===== src/rtl/modulo_decodificador_display_garrafas_pkg.sv =====
// ---------------------------------------------------------------------------
// Shared definitions for the bottle-count display receiver.
//
// Holds the scan state encoding, the two fixed segment patterns that are not
// digits (fully dark and dash), and the code-validity test. The display top
// and the 7-segment decoder both import this package.
//
// Contents:
//   estado_t        2-bit scan state (EXIBE_UNI=0, APAGA_1=1, EXIBE_DEZ=2, APAGA_2=3)
//   SEG_APAGADO     all segments off (active-low)
//   SEG_TRACO       only segment g lit, a dash shown for an invalid code
//   codigo_valido   1 when a 4-bit code carries a decimal digit 0..9
// ---------------------------------------------------------------------------
package modulo_decodificador_display_garrafas_pkg;

    typedef enum logic [1:0] {
        EXIBE_UNI = 2'd0,
        APAGA_1   = 2'd1,
        EXIBE_DEZ = 2'd2,
        APAGA_2   = 2'd3
    } estado_t;

    localparam logic [6:0] SEG_APAGADO = 7'h7F;
    localparam logic [6:0] SEG_TRACO   = 7'h3F;

    // Codes 0..9 map one-to-one onto BCD digits; 10..15 never come from a
    // healthy encoder and are treated as transmission errors.
    function automatic logic codigo_valido(input logic [3:0] codigo);
        return (codigo <= 4'd9);
    endfunction

endpackage


===== src/rtl/modulo_decodificador_display_garrafas_7seg.sv =====
// ---------------------------------------------------------------------------
// modulo_decodificador_7seg
//
// Purely combinational: turns one encoded digit code into the active-low
// segment pattern for a common-anode display. Any code outside 0..9 shows a
// dash so a bad transmission is visible on the panel instead of a random
// glyph.
//
// Ports:
//   codigo  in   4  encoded digit code
//   seg     out  7  {g,f,e,d,c,b,a}, active-low
// ---------------------------------------------------------------------------
module modulo_decodificador_7seg
    import modulo_decodificador_display_garrafas_pkg::*;
(
    input  logic [3:0] codigo,
    output logic [6:0] seg
);

    always_comb begin
        seg = SEG_TRACO;
        if (codigo_valido(codigo)) begin
            case (codigo)
                4'd0:    seg = 7'h40;
                4'd1:    seg = 7'h79;
                4'd2:    seg = 7'h24;
                4'd3:    seg = 7'h30;
                4'd4:    seg = 7'h19;
                4'd5:    seg = 7'h12;
                4'd6:    seg = 7'h02;
                4'd7:    seg = 7'h78;
                4'd8:    seg = 7'h00;
                4'd9:    seg = 7'h10;
                default: seg = SEG_TRACO;
            endcase
        end
    end

endmodule


===== src/rtl/modulo_decodificador_display_garrafas.sv =====
// ---------------------------------------------------------------------------
// modulo_decodificador_display_garrafas
//
// Receive end of the bottle-count path. A load strobe captures the encoded
// units/tens codes, flags the pair as erroneous when either code is out of
// range, and a scan FSM time-multiplexes the two digits onto a common-anode
// 7-segment display with an optional dark guard slot between digits to stop
// ghosting.
//
// Parameters:
//   DIVISOR       cycles each digit stays lit per scan slot (>=1)
//   GUARDA        dark cycles between digit slots; 0 removes the dark slots
//   SUPRIME_ZERO  1 = a valid tens digit of 0 is shown dark
//
// Ports:
//   clk          in   1  system clock, rising edge
//   reset_n      in   1  synchronous reset, active-low
//   carregar     in   1  load strobe for cdf_unidade/cdf_dezena
//   cdf_unidade  in   4  encoded units code
//   cdf_dezena   in   4  encoded tens code
//   segmentos    out  7  {g,f,e,d,c,b,a}, active-low
//   anodos       out  2  digit enables, active-low; [0]=units, [1]=tens
//   erro         out  1  last loaded pair held an invalid code
// ---------------------------------------------------------------------------
module modulo_decodificador_display_garrafas
    import modulo_decodificador_display_garrafas_pkg::*;
#(
    parameter int DIVISOR      = 50000,
    parameter int GUARDA       = 4,
    parameter int SUPRIME_ZERO = 1
)(
    input  logic       clk,
    input  logic       reset_n,
    input  logic       carregar,
    input  logic [3:0] cdf_unidade,
    input  logic [3:0] cdf_dezena,
    output logic [6:0] segmentos,
    output logic [1:0] anodos,
    output logic       erro
);

    // The slot counter only ever has to reach DIVISOR-1; the guard slot is
    // folded into the same counter, so the width covers whichever is longer.
    localparam int MAIOR_SLOT = (DIVISOR > GUARDA) ? DIVISOR : GUARDA;
    localparam int CNT_W      = $clog2(MAIOR_SLOT + 1);

    localparam logic [CNT_W-1:0] FIM_EXIBE = CNT_W'(DIVISOR - 1);
    localparam logic [CNT_W-1:0] FIM_APAGA = CNT_W'((GUARDA > 0) ? GUARDA - 1 : 0);

    estado_t          estado;
    estado_t          proximo;
    logic [CNT_W-1:0] contagem;
    logic [3:0]       digito_uni;
    logic [3:0]       digito_dez;
    logic [3:0]       digito_sel;
    logic [6:0]       seg_decod;
    logic             saida_bloqueada;

    // One shared decoder; the scan state picks which stored code feeds it.
    assign digito_sel = (estado == EXIBE_DEZ) ? digito_dez : digito_uni;

    modulo_decodificador_7seg u_decod (
        .codigo (digito_sel),
        .seg    (seg_decod)
    );

    // State register plus the load path. saida_bloqueada is set on every
    // reset edge and keeps the pins dark for the cycle that follows; the
    // scan is frozen during that cycle so the first visible units slot
    // starts with a count of 0 and lasts the full DIVISOR cycles.
    always_ff @(posedge clk) begin
        if (!reset_n) begin
            estado          <= EXIBE_UNI;
            contagem        <= '0;
            digito_uni      <= 4'd0;
            digito_dez      <= 4'd0;
            erro            <= 1'b0;
            saida_bloqueada <= 1'b1;
        end else begin
            saida_bloqueada <= 1'b0;
            if (carregar) begin
                digito_uni <= cdf_unidade;
                digito_dez <= cdf_dezena;
                erro       <= !(codigo_valido(cdf_unidade) && codigo_valido(cdf_dezena));
            end
            if (!saida_bloqueada) begin
                estado <= proximo;
                if (proximo != estado) begin
                    contagem <= '0;
                end else begin
                    contagem <= contagem + 1'b1;
                end
            end
        end
    end

    // Next-state and pin drive. Outputs depend only on registered state, so
    // nothing on the input side can glitch the display pins.
    always_comb begin
        proximo   = estado;
        anodos    = 2'b11;
        segmentos = SEG_APAGADO;

        case (estado)
            EXIBE_UNI: begin
                anodos    = 2'b10;
                segmentos = seg_decod;
                if (contagem == FIM_EXIBE) begin
                    proximo = (GUARDA == 0) ? EXIBE_DEZ : APAGA_1;
                end
            end
            APAGA_1: begin
                if (contagem == FIM_APAGA) begin
                    proximo = EXIBE_DEZ;
                end
            end
            EXIBE_DEZ: begin
                anodos = 2'b01;
                if ((SUPRIME_ZERO != 0) && (digito_dez == 4'd0)) begin
                    segmentos = SEG_APAGADO;
                end else begin
                    segmentos = seg_decod;
                end
                if (contagem == FIM_EXIBE) begin
                    proximo = (GUARDA == 0) ? EXIBE_UNI : APAGA_2;
                end
            end
            APAGA_2: begin
                if (contagem == FIM_APAGA) begin
                    proximo = EXIBE_UNI;
                end
            end
            default: begin
                proximo = EXIBE_UNI;
            end
        endcase

        if (saida_bloqueada) begin
            anodos    = 2'b11;
            segmentos = SEG_APAGADO;
        end
    end

endmodule


===== config.mk =====
export PLATFORM = sky130hd
export DESIGN_NAME = modulo_decodificador_display_garrafas
export DESIGN_NICKNAME = d
export VERILOG_FILES = /design/src/rtl/modulo_decodificador_display_garrafas_pkg.sv /design/src/rtl/modulo_decodificador_display_garrafas_7seg.sv /design/src/rtl/modulo_decodificador_display_garrafas.sv
export SDC_FILE = /design/constraint.sdc
export NUM_CORES = 1
export LEC_CHECK = 0
export ABC_AREA = 1
export CAP_MARGIN = 10
export CORE_ASPECT_RATIO = 1.75
export CORE_UTILIZATION = 50
export DETAILED_ROUTE_END_ITERATION = 6
export GPL_TIMING_DRIVEN = 0
export PLACE_DENSITY = 0.78
export SLEW_MARGIN = 15
export SYNTH_ARGS = -nofsm -noshare
export SYNTH_HDL_FRONTEND = slang
export SYNTH_SLANG_ARGS = --single-unit

===== constraint.sdc =====
create_clock -name clk -period 1.4 [get_ports clk]
set_input_delay 0.14 -clock clk [delete_from_list [all_inputs] [get_ports clk]]
set_output_delay 0.14 -clock clk [all_outputs]
set_load 0.02 [all_outputs]

### Word level (Yosys, flattened, before mapping)

Memory sizes are Yosys's and may differ from the RTL's.
Index checks and enable logic that the tools add are counted.

| cells by class | value |
|---|---|
| reductions and logical operators | 4 |
| equal/unequal tests | 6 |
| mux-type cells | 14 |
| order comparisons | 3 |
| add/sub/neg operators | 1 |

Operators with widths:

| cell | count |
|---|---|
| 2-to-1 mux 7 bit | 3 |
| adder 16 x 1 -> 16 bit (second input constant) | 1 |
| == test 16 bit (second input constant) | 1 |
| == test 16 x 2 -> 1 bit (second input constant) | 1 |
| 2-to-1 mux 16 bit | 1 |
| one-hot mux 7 bit (2 select lines) | 1 |
| less-or-equal comparator 4 bit (second input constant) | 3 |
| 2-to-1 mux 2 bit | 5 |
| one-hot mux 2 bit (4 select lines) | 1 |
| == test 2 bit (second input constant) | 2 |
| logical NOT 4 bit | 1 |
| 2-to-1 mux 4 bit | 1 |
| one-hot mux 2 bit (2 select lines) | 1 |
| == test 2 x 1 -> 1 bit (second input constant) | 1 |
| logical NOT 2 bit | 1 |
| != test 2 bit | 1 |
| logical AND 1 bit | 1 |
| logical NOT 1 bit | 1 |
| 2-to-1 mux 1 bit | 1 |

| word-level totals | value |
|---|---|
| memories | 1 |
| input bits | 11 |
| bits in read-only memories | 112 |
| logic and storage cells | 35 |
| bits in registers | 28 |
| output and inout bits | 10 |

Memories:

| memory | depth | bits a word | read ports | clocked after memory_dff | write ports | RTL line | RTL |
|---|---|---|---|---|---|---|---|
| (no name shown) | 16 | 7 | 1 | 0 | 0 | modulo_decodificador_display_garrafas_7seg.sv:23 | `case (codigo)` |

### Logic depth before layout (Yosys ltp)

| depth | value |
|---|---|
| word-level depth | 7 |
| depth in mapped cells | 10 |
| gate-level depth less buffers | 10 |

### By module

From an unflattened synthesis, not the netlist that was laid out.

| second synthesis, totals | value |
|---|---|
| cell total of the unflattened synthesis | 237 |
| area total of the unflattened synthesis | 1641.6 µm² |

Modules (own cells, without submodules):

| module | cells each | times used | area each (µm²) | sequential area each (µm²) |
|---|---|---|---|---|
| modulo_decodificador_display_garrafas | 202 | 1 | 1436.4 | 560.5 |
| modulo_decodificador_7seg | 35 | 1 | 205.2 | 0.0 |

### Worst setup path before layout

Ideal clock, no wire load.

| path | value |
|---|---|
| kind | register to output |
| from | register estado[0] |
| to | output segmentos[0] |
| data required time | 1.260 ns |
| path buffers | 0 |
| stages on the path, launching flop included | 11 |
| slack | -0.235 ns |
| arrival time | 1.495 ns |
| path through | dfxtp_1 inv_2 nand2_4 nand2_1 o21ai_1 inv_1 ha_1 inv_1 nand2_1 o211ai_1 nand3_1 |

| between the ends | value |
|---|---|
| word-level cells in the longest chain between the ends | 7 |
| elaborated cells on any way between the ends | 9 |
| classes of those cells | order compare (1); eq/ne (1); mux (5); reduce/logical (1); memory (1) |

RTL lines:

| what | RTL line | RTL |
|---|---|---|
| start: declaration | modulo_decodificador_display_garrafas.sv:50 | `estado_t estado;` |
| start signal: assignment | modulo_decodificador_display_garrafas.sv:87 | `estado <= proximo;` |
| == test 2 bit | modulo_decodificador_display_garrafas.sv:60, modulo_decodificador_display_garrafas.sv:104 |  |
| 2-to-1 mux 4 bit | modulo_decodificador_display_garrafas.sv:60 | `assign digito_sel = (estado == EXIBE_DEZ) ? digito_dez : digito_uni;` |
| memory read (16 x 7 bit) / less-or-equal comparator 4 bit (equally long branches) | n/a |  |
| 2-to-1 mux 7 bit | modulo_decodificador_display_garrafas_7seg.sv:22 | `if (codigo_valido(codigo)) begin` |
| 2-to-1 mux 7 bit | modulo_decodificador_display_garrafas.sv:119 | `if ((SUPRIME_ZERO != 0) && (digito_dez == 4'd0)) begin` |
| one-hot mux 7 bit (2 select lines) * | modulo_decodificador_display_garrafas.sv:104 | `case (estado)` |
| 2-to-1 mux 7 bit * | modulo_decodificador_display_garrafas.sv:138 | `if (saida_bloqueada) begin` |
| end: declaration | modulo_decodificador_display_garrafas.sv:37 | `output logic [6:0] segmentos,` |

Mark *: on every way between the ends. The rest lies on a longest branch, timed or not.

### Worst setup path after layout

| path | value |
|---|---|
| from | register estado[0] |
| to | output segmentos[3] |

The elaborated chain is that of the path after synthesis.

==> out/qor_table.md <==
| Stage | Parameter | Value |
| --- | --- | --- |
| global routing | Aggregate global-route resource usage | 26.2% |
| global routing | Vias in the first global route | 1618 |
| floorplan | Area of the die | 0.00365 mm² |
| setup path | Critical-path cell list | inv_6, nand2_8, o21ai_4, inv_4, ha_2, nand2_2, nand3_2, nand3_4, buf_6 |
| timing | Post-layout worst setup margin | -0.564 ns |
| synth | Net count of the mapped netlist | 271 |
| global routing | Global-route congestion overflow total | 0 |
| synth | Post-synthesis instance area | 0.00170 mm² |
| floorplan | Initial core utilization | 53.1% |
| clock tree | # clock sinks | 28 |
| setup path | Required time of the critical path | 1.26 ns |
| setup path | Critical path depth in cells | 9 |
| run status | Result of the run | complete, but fails checks |
| routing | First-iteration detailed-routing DRC count | 37 |
| run | Maximum capacitance violations | 0 |
| placed design | Number of instances in the placed design | 315 |
| setup path | Highest cell delay on the worst timing path | 0.37 ns |
| clock tree | CTS hold repair buffers | 0 |
| timing | Worst hold slack across all endpoints | 0.389 ns |
| routing | Via count normalized by instance count | 5.41 |
| clock tree | TritonCTS clock tree | yes |
| setup path | Origin of the worst setup path | estado[0] |
| timing | Period utilisation layout | 140% |
| finish | Antenna Diode Count | 0 |
| floorplan | Core area | 0.00321 mm² |
| pwr | Peak supply drop | 0.648 mV |
| pwr | Leakage power figure | 0.952 nW |
| routing | Wire length reported by the detailed router | 4680 µm |
| timing | Final hold vios | 0 |
| placed design | Post-DP Area | 0.00206 mm² |
| timing | Fmax | 509 MHz |
| clock tree | CTS max path bufs | 2 |
| finish | Area occupied by multi-input gates | 0.00131 mm² |
| placed design | Detailed placer's ending HPWL | 3010 µm |
| routing | Number of vias in the routed layout | 1802 |
| global routing | Maximum number of pins on one net before global-route repair | 17 |
| clock tree | Clock slew at reported path FFs | 0.09 ns |
| routing | Number of antenna-violating nets in the routed design | 0 |
| timing | Final-report max-slew violation count | 0 |
| timing | Finish-stage setup viols | 7 |
| synth | Async set or reset register ratio after synthesis | 0% |
| synth | Number of warnings issued by yosys | 0 |
| finish | Fraction of final layout cells with drive strength greater than 1 | 32.8% |
| floorplan | Die outline height | 79.2 µm |
| global routing | First-pass GRT wire length | 7060 µm |
| setup path | Cell family contributing the most delay on the critical path | flip-flops |
| synth | Gate Count Post-Synth | 253 |
| global routing | Initial antenna violation count | 0 |
| placed design | Number of input and output port buffers inserted | 19 |
| setup path | Critical path class | flop to output pin |
| setup path | Slowest cell on the critical path | sky130_fd_sc_hd__dfxtp_4 |
| synth | Number of distinct standard cells referenced by the synthesized netlist | 28 |
| finish | Post-layout nets | 309 |
| routing | DRC violation count after routing | 0 |
| synth | Primary FF master, synth | sky130_fd_sc_hd__dfxtp_1 |
| placed design | Routability cong. | 0.960 |
| synth | Flip-flop and latch count after synthesis | 28 |
| pwr | Power density over the cells | 758 mW/mm² |
| clock tree | Clock latency of the later-clocked register in the worst-skew pair | 0.28 ns |
| timing | Clock period minus worst slack | 1.96 ns |
| finish | Number of filler instances in the final layout | 245 |
| setup path | Worst setup slack for register-to-register paths | 0.03 ns |
| floorplan | IO Pins | 21 |
| timing | Transition time of the tightest slew-check pin | 0.656 ns |
| clock tree | Number of H-tree branching levels | 1 |
| timing | RSZ-0062 raised after global routing | yes |
| setup path | Reg2reg start | contagem[1] |
| clock tree | TritonCTS buffer count | 3 |
| synth | Mean post-synth cell area | 6.73 µm² |
| setup path | Register-to-Register Path Depth | 7 |
| setup path | Endpoint of the worst register-to-register path | estado[0] |
| finish | Final core occ | 76.2% |
| timing | Worst relative slew slack | 56.2% |
| synth | Number of flops mapped to enable cells by yosys | 0 |
| setup path | CP bufs+invs | 3 |
| setup path | Startpoint types | flop |
| finish | Post-route cell area | 0.00245 mm² |
| setup path | Largest driver fanout on the critical path | 5 |
| hold path | Min-delay worst type | input pin to flop |
| setup path | CP Capture Point | segmentos[3] |
| floorplan | Die width | 46.1 µm |
| setup path | Endpoint arrival time on the critical path | 1.82 ns |
| finish | Area growth, synth to finish | 43.6% |
| clock tree | Buffer type at the clock tree root | sky130_fd_sc_hd__clkbuf_8 |
| synth | Share of synthesized area occupied by flip-flops and latches | 32.9% |
| finish | Final std cells w/o fill | 333 |
| routing | TritonRoute pass-1 iters | 4 |
| run status | Failing checks | negative setup slack |
| floorplan | Cell Rows | 27 |
| setup path | Critical path endpoint category | output pin |
| timing | Worst setup skew after layout | 0.00740 ns |
| routing | Routed wire per std cell | 14.0 µm |
| finish | Storage element area | 583 µm² |
## worst min-delay path by stage
stage	startpoint	to	slack (ns)	cells past startpoint
after floorplan	carregar	digito_uni[3]	0.23	1
after global placement	digito_uni[1]	digito_uni[1]	0.46	2
after detailed placement	digito_uni[1]	digito_uni[1]	0.47	2
after CTS	reset_n	estado[1]	0.36	3
after global routing	reset_n	digito_dez[1]	0.42	3
final	reset_n	estado[1]	0.39	3
## logic make-up (layout without fill, tap and decap cells)
logic type,after synthesis,after routing,synth area share [%]
flip-flops,28,28,32.9
adder cells (fa/ha/maj),7,7,5.14
multiplexers,1,1,0.588
buffers and inverters,29,64,6.61
XOR/XNOR,7,7,3.60
AND/OR/NAND/NOR,143,145,38.0
AO/OA/AOI/OAI,38,38,13.2
## cell type report
cell class / count / area share (%)
well taps: 43 / 2.20
flip-flops and latches: 28 / 23.8
plain buffers: 3 / 1.13
inverters: 26 / 4.50
repair buffers: 31 / 11.9
clock inverters: 1 / 1.23
clock buffers: 3 / 1.69
multi-input cells: 198 / 53.5
## Yosys cell counts, types with 2 or more instances
| cell | count | area share (%) |
|---|---|---|
| sky130_fd_sc_hd__clkbuf_1 | 2 | 0.44 |
| sky130_fd_sc_hd__nor2_4 | 3 | 2.0 |
| sky130_fd_sc_hd__inv_2 | 3 | 0.66 |
| sky130_fd_sc_hd__dfxtp_1 | 28 | 33 |
| sky130_fd_sc_hd__nor2_2 | 4 | 1.5 |
| sky130_fd_sc_hd__xor2_1 | 5 | 2.6 |
| sky130_fd_sc_hd__nand3_2 | 2 | 1.2 |
| sky130_fd_sc_hd__o21ai_1 | 5 | 1.5 |
| sky130_fd_sc_hd__ha_1 | 7 | 5.1 |
| sky130_fd_sc_hd__a21oi_1 | 17 | 5.0 |
| sky130_fd_sc_hd__nand2_2 | 3 | 1.1 |
| sky130_fd_sc_hd__o21ai_0 | 9 | 2.6 |
| sky130_fd_sc_hd__o211ai_1 | 3 | 1.3 |
| sky130_fd_sc_hd__nand3_1 | 22 | 6.5 |
| sky130_fd_sc_hd__o21ai_2 | 2 | 1.0 |
| sky130_fd_sc_hd__nor2_1 | 42 | 9.3 |
| sky130_fd_sc_hd__inv_1 | 23 | 5.1 |
| sky130_fd_sc_hd__xnor2_1 | 2 | 1.0 |
| sky130_fd_sc_hd__nand2_1 | 57 | 13 |
| sky130_fd_sc_hd__nand4_1 | 6 | 2.2 |
## report_power, final
group	total (mW)	internal (mW)	switching, mW
registers	0.840	0.818	0.0218
clock network	0.635	0.383	0.252
logic	0.380	0.169	0.211
## through the flow
step	setup TNS (ns)	total power [mW]	setup WS, ns
final	-3.72	1.86	-0.564
after global routing	-4.34	1.93	-0.624
after CTS	-3.91	1.85	-0.593
after detailed placement	-8.33	1.18	-0.905
after global placement	-7.57	1.17	-0.849
after floorplan	-0.726	1.06	-0.141
## worst min-delay path, delay by kind of cell
family | cells | cell delay, ns
and+or+nand+nor | 2 | 0.21
buffers and inverters | 1 | 0.28
## registers in the layout, summed over array words and instances (netlist names)
| name | flops |
|---|---|
| erro | 1 |
| digito_uni | 4 |
| contagem | 16 |
| digito_dez | 4 |
| saida_bloqueada | 1 |
| estado | 2 |
## cell usage in the layout (no fill, tap or decap), drive strengths merged, types with 2 or more instances in the layout
| cell | count |
|---|---|
| clkdlybuf4s50 | 9 |
| nand2 | 63 |
| xor2 | 5 |
| nand3 | 24 |
| a21oi | 18 |
| buf | 22 |
| nand4 | 6 |
| xnor2 | 2 |
| o21ai | 16 |
| ha | 7 |
| inv | 26 |
| o211ai | 4 |
| dfxtp | 28 |
| nor2 | 49 |
| clkbuf | 5 |
## what timing repair did
| item | CTS | global route |
|---|---|---|
| pin swaps | 8 | 13 |
| cloned | 2 | 0 |
| buffers inserted | 9 | 3 |
| resized for setup | 72 | 37 |
| endpoints found under the setup margin | 22 | 23 |
## metal layers
metal / track usage [%] / vias to the layer above / wire, µm
met3: 2.05 / 17 / 165
met1: 25.6 / 830 / 1680
met2: 52.5 / 58 / 2700
met4: 8.24 / 0 / 133
met5: 0 / - / 0
li1: - / 897 / -
Note: power is estimated with default switching activity, not from simulation.
